### src/rtl/uart_tx_queue.sv
// Byte FIFO in front of the uart_shim register port: polls the status word, writes data when ready.
// Build option UART_TXQ_CRLF_EN: a queued 8'h0A is preceded on the wire by an inserted 8'h0D.
module uart_tx_queue #(
  parameter int unsigned DEPTH        = 16,
  parameter logic [2:0]  STATUS_ADDR  = 3'd1,
  parameter logic [2:0]  DATA_ADDR    = 3'd0,
  parameter int unsigned TX_READY_BIT = 5
) (
  input  logic                   clk,
  input  logic                   rst,
  input  logic                   push_valid,
  input  logic [7:0]             push_data,
  output logic                   push_ready,
  output logic [2:0]             uart_addr,
  output logic                   uart_write_enable,
  output logic [31:0]            uart_write_data,
  input  logic [31:0]            uart_read_result,
  output logic [$clog2(DEPTH):0] count,
  output logic                   busy
);

  localparam int unsigned     PtrW      = $clog2(DEPTH);
  localparam int unsigned     CntW      = PtrW + 1;
  localparam logic [CntW-1:0] CountFull = CntW'(DEPTH);
  localparam logic [4:0]      ReadyIdx  = 5'(TX_READY_BIT);

  localparam logic [1:0] StIdle  = 2'd0;
  localparam logic [1:0] StPoll  = 2'd1;
  localparam logic [1:0] StWrite = 2'd2;
  localparam logic [1:0] StGuard = 2'd3;

  // FIFO storage and bookkeeping
  logic [7:0]      mem_q [DEPTH];
  logic [PtrW-1:0] wr_ptr_q, wr_ptr_d;
  logic [PtrW-1:0] rd_ptr_q, rd_ptr_d;
  logic [CntW-1:0] count_q, count_d;
  logic            push_fire;
  logic            pop;
  logic [7:0]      head;

  // Sequencer
  logic [1:0]  state_q, state_d;
  logic        tx_ready;
  logic [7:0]  send_byte;
  logic [2:0]  addr_q, addr_d;
  logic        we_q, we_d;
  logic [31:0] wdata_q, wdata_d;

  logic unused_read_bits;
  assign unused_read_bits = ^uart_read_result;

  assign tx_ready   = uart_read_result[ReadyIdx];
  assign head       = mem_q[rd_ptr_q];
  assign push_ready = (count_q != CountFull);
  assign push_fire  = push_valid && push_ready;

`ifdef UART_TXQ_CRLF_EN
  // cr_sent marks that the inserted CR for the current head 8'h0A has already gone out.
  logic cr_sent_q, cr_sent_d;
  logic insert_cr;

  assign insert_cr = (head == 8'h0A) && !cr_sent_q;
  assign send_byte = insert_cr ? 8'h0D : head;
  assign pop       = (state_q == StWrite) && !insert_cr;

  always_comb begin
    cr_sent_d = cr_sent_q;
    if (pop) begin
      cr_sent_d = 1'b0;
    end else if ((state_q == StWrite) && insert_cr) begin
      cr_sent_d = 1'b1;
    end
  end

  always_ff @(posedge clk or posedge rst) begin
    if (rst) begin
      cr_sent_q <= 1'b0;
    end else begin
      cr_sent_q <= cr_sent_d;
    end
  end
`else
  assign send_byte = head;
  assign pop       = (state_q == StWrite);
`endif

  always_comb begin
    wr_ptr_d = wr_ptr_q;
    rd_ptr_d = rd_ptr_q;
    if (push_fire) begin
      wr_ptr_d = wr_ptr_q + PtrW'(1);
    end
    if (pop) begin
      rd_ptr_d = rd_ptr_q + PtrW'(1);
    end
  end

  always_comb begin
    count_d = count_q;
    case ({push_fire, pop})
      2'b10:   count_d = count_q + CntW'(1);
      2'b01:   count_d = count_q - CntW'(1);
      default: count_d = count_q;
    endcase
  end

  always_ff @(posedge clk) begin
    if (push_fire) begin
      mem_q[wr_ptr_q] <= push_data;
    end
  end

  always_comb begin
    state_d = state_q;
    unique case (state_q)
      StIdle:  if (count_q != '0) state_d = StPoll;
      StPoll:  if (tx_ready) state_d = StWrite;
      StWrite: state_d = StGuard;
      StGuard: state_d = (count_q != '0) ? StPoll : StIdle;
      default: state_d = StIdle;
    endcase
  end

  // Shim-facing outputs are registered, so they are derived from the state being entered.
  always_comb begin
    we_d    = (state_d == StWrite);
    addr_d  = we_d ? DATA_ADDR : STATUS_ADDR;
    wdata_d = we_d ? {24'b0, send_byte} : wdata_q;
  end

  always_ff @(posedge clk or posedge rst) begin
    if (rst) begin
      wr_ptr_q <= '0;
      rd_ptr_q <= '0;
      count_q  <= '0;
      state_q  <= StIdle;
      addr_q   <= STATUS_ADDR;
      we_q     <= 1'b0;
      wdata_q  <= '0;
    end else begin
      wr_ptr_q <= wr_ptr_d;
      rd_ptr_q <= rd_ptr_d;
      count_q  <= count_d;
      state_q  <= state_d;
      addr_q   <= addr_d;
      we_q     <= we_d;
      wdata_q  <= wdata_d;
    end
  end

  assign uart_addr         = addr_q;
  assign uart_write_enable = we_q;
  assign uart_write_data   = wdata_q;
  assign count             = count_q;
  assign busy              = (count_q != '0) || (state_q != StIdle);

endmodule
### config.mk
export PLATFORM = sky130hd
export DESIGN_NAME = uart_tx_queue
export DESIGN_NICKNAME = d
export VERILOG_FILES = /design/src/rtl/uart_tx_queue.sv
export SDC_FILE = /design/constraint.sdc
export NUM_CORES = 1
export LEC_CHECK = 0
export BUFFER_PORTS_ARGS = -buffer_cell sky130_fd_sc_hd__buf_2
export CORE_MARGIN = 2
export CORE_UTILIZATION = 30
export CTS_CLUSTER_SIZE = 30
export DETAILED_ROUTE_END_ITERATION = 16
export PLACE_DENSITY = 0.58
export SYNTH_ARGS = -nofsm -noshare
export SYNTH_HDL_FRONTEND = slang
export SYNTH_SLANG_ARGS = --single-unit
### constraint.sdc
create_clock -name clk -period 7.75 [get_ports clk]
set_input_delay 0 -clock clk [delete_from_list [all_inputs] [get_ports clk]]
set_output_delay 0 -clock clk [all_outputs]
set_load 0.01 [all_outputs]
==> summary.md <==
| Metric | Value |
|---|---|
| Status | finished, final reports clean |
| Post CTS Setup Buffer Count | 0 |
| R2R Path End | count[4]$_DFFE_PP0P_ |
| TritonCTS clock tree | built |
| Startpoint types | flop |
| Final Skew | 0.00732 ns |
| Post_cts resized | 0 |
| Crit path top cell by count | ha_1 |
| Input/output buffers | 28 |
| # DRC | 0 |
| Initial core utilization | 0.304 |
| Post-Route Utilization | 0.352 |
| Drt wl/cell | about 18 µm |
| Max-slew violations | 0 |
| Area delta synth->final | 15.6% |
| Mapped Cells | 368 |
| Vias in the first global route | 3275 |
| Pwr dens | 354 nW/µm² |
| Clk_lat worst skew | 0.42 ns |
| Die Wd | 150 µm |
| WHS Endpoint | wr_ptr_q[0]$_DFFE_PP0P_ |
| Crit path depth | 10 |
| Synth warnings | 0 |
| Total CTS buffers | 17 |
| 1st-iter DRT viols | approximately 220 |
| RSZ-0062 raised after global routing | no |
| Crit Path Max Fanout | 9 |
| Max_cap viols | 0 |
| Bufs and invs on worst path | 1 |
| Final Cycle Share | 0.367 |
| Layout cells sized above 1 | 0.243 |
| Largest net degree at the start of global routing | 39 |
| Syn avg cell area | 17.3 µm² |
| H-Tree Level Count | 4 |
| CTS Buffer Depth | 2 |
| Hold path depth | 3 |
| Synth top area share | 0.603 |
| Fmax | about 0.35 GHz |
| ANT nets after route | 0 |
| Setup TNS | 0 ns |
| CTS clock-pin slew for the worst setup and hold paths | 0.06 ns |
| GP Congestion | 0.762 |
| EDFF count, synth | about 130 |
| Die area | 22400 µm² |
| Top_reg_cell synth | edfxtp_1 |
| Synth area leaders | edfxtp_1 60%, mux4_2 10%, dfrtp_1 9.4% |
| Maximum VDD drop | 140 µV |
| Leak pwr | 2.54 nW |
| Post-Synthesis Cell Area | roughly 6400 µm² |
| First-pass GRT wire length | 19.1 mm |
| Cell type with the largest total area after synthesis | edfxtp_1 |
| Worst relative slew slack | 0.239 |
| Hold Fails Final Rpt | 0 |
| First-pass iteration count of the detailed router | 4 |
| GRT Util Overall | 0.119 |
| Crit path cell chain | nor4_1, a21boi_2, inv_1, ha_1, xor2_1, ha_1, o21a_1, o21ai_0, a22oi_1, xnor2_1 |
| Fin nets | approximately 460 |
| Top delay family on crit path | compound AO/OA/AOI/OAI gates |
| DR vias/cell | about 4.5 |
| Worst-margin pin slew | 1.14 ns |
| Total grt overflow | 0 |
| Antenna cell count | 0 |
| CTS Hold Bufs | 10 |
| Row Count | 53 |
| Total core area | roughly 21000 µm² |
| Slowest cell on crit path | nor4_1 |
| Final worst path period need | ~2.8 ns |
| Worst Hold Launch | push_valid |
| Crit path required time | 8.06 ns |
| Detailed placement HPWL | 7.66 mm |
| CP Class | reg -> reg |
| IO Pins | 86 |
| Internal reg-to-reg setup slack | between 4 and 5 ns |
| Initial antenna violation count | 0 |
| Number of setup violations in the final report | 0 |
| Worst min path class | in -> reg |
| Routed vias | 3143 |
| Worst EP arrival | 3.15 ns |
| Total routed wirelength | 12.3 mm |
| Die height | 150 µm |
| Worst reg2reg path depth | 10 |
| Reg-to-Reg Start | count[1]$_DFFE_PP0P_ |
| CTS Sinks | 153 |
| Async SR Flop Fraction | 0.163 |
| Cell with the most instances after synthesis | edfxtp_1 |
| Synth unique cells | 40 |
| CTS root buffer | clkbuf_16 |
| Flops & latches, synth | 153 |
| Crit end category | flop |
| Register area share after synthesis | 0.702 |
| Most frequent cells after synthesis | 128 x edfxtp_1, 29 x mux4_2, 26 x buf_4, 24 x dfrtp_1, 20 x nor2_1 |
| Slowest stage delay, CP | about 0.58 ns |
placed cells by master (no fill, tap or decap), types with 7 or more instances in the layout:
cell / netlist / routed
edfxtp_1: 128 / 128
mux4_2: 29 / 29
buf_2: 6 / 28
conb_1: 1 / 26
dfrtp_1: 24 / 23
nor2_1: 20 / 20
clkbuf_16: 0 / 17
dlygate4sd3_1: 0 / 10
nor2b_1: 9 / 9
o21ai_0: 9 / 9
mux2_2: 9 / 9
ha_1: 9 / 9
nand2_1: 8 / 8
a22oi_1: 8 / 8
xnor2_1: 7 / 7
mux2i_1: 7 / 7
o21ai_1: 7 / 7
worst max path at each step:
stage	startpoint	endpoint	slack, ns
after floorplan	count[2]$_DFFE_PP0P_	count[4]$_DFFE_PP0P_	5.10
after global placement	count[1]$_DFFE_PP0P_	count[4]$_DFFE_PP0P_	5.00
after detailed placement	count[1]$_DFFE_PP0P_	count[4]$_DFFE_PP0P_	4.90
after CTS	count[1]$_DFFE_PP0P_	count[4]$_DFFE_PP0P_	4.89
after global routing	count[1]$_DFFE_PP0P_	count[4]$_DFFE_PP0P_	4.64
final	count[1]$_DFFE_PP0P_	count[4]$_DFFE_PP0P_	4.91
cell families after synthesis:
family,count (synthesis),synth area share
AND/OR/NAND/NOR,61,0.0489
adder cells (fa/ha/maj),9,0.0177
AO/OA/AOI/OAI,35,0.0359
XOR/XNOR,12,0.0165
multiplexers,45,0.129
other,1,0.000588
buffers and inverters,52,0.0495
flip-flops,153,0.702
metal layers:
metal | track usage | up-vias | wire [µm]
met2 | 0.192 | 88 | 6000
met4 | 0.0467 | 0 | 153
met1 | 0.155 | 1594 | 5630
met3 | 0.0311 | 10 | 545
met5 | 0 | - | 0
li1 | - | 1451 | -
power by group:
part	switching, mW	leakage [nW]	internal [mW]
combinational	0.366	0.823	0.325
clock	0.316	0.262	0.470
sequential	0.0985	1.45	1.03
total	0.781	2.54	1.82
sequential cells by signal, indices dropped and copies added (netlist names):
register,cells
count,5
mem_q,128
rd_ptr_q,4
state_q,2
uart_addr,1
uart_write_data,8
uart_write_enable,1
wr_ptr_q,4
worst register-to-register path: stages, from the launching register on:
cell	delay, ns
dfrtp_1	0.46
nor4_1	0.58
a21boi_2	0.27
inv_1	0.14
ha_1	0.34
xor2_1	0.12
ha_1	0.23
o21a_1	0.17
o21ai_0	0.15
a22oi_1	0.13
xnor2_1	0.14
through the flow:
step	hold slack, ns	cell area (µm²)	setup slack (ns)	cells	power, mW
after floorplan	0.0266	6470	5.10	393	1.65
after global placement	0.325	6700	5.00	656	1.82
after detailed placement	0.346	6700	4.90	656	1.85
after CTS	0.0621	7370	4.89	698	2.64
after global routing	0.0761	7370	4.64	698	2.75
final	0.0801	7370	4.91	698	2.60
cell type report:
type                    instances  area [µm²]
multi-input cells             188        1680
clock inverters                13         129
clock buffers                  19         433
flip-flops and latches        153        4470
fillers                      1970       13600
repair buffers                 44         285
inverters                       6        22.5
well taps                     275         344
Power figures use the tool's default switching activity.
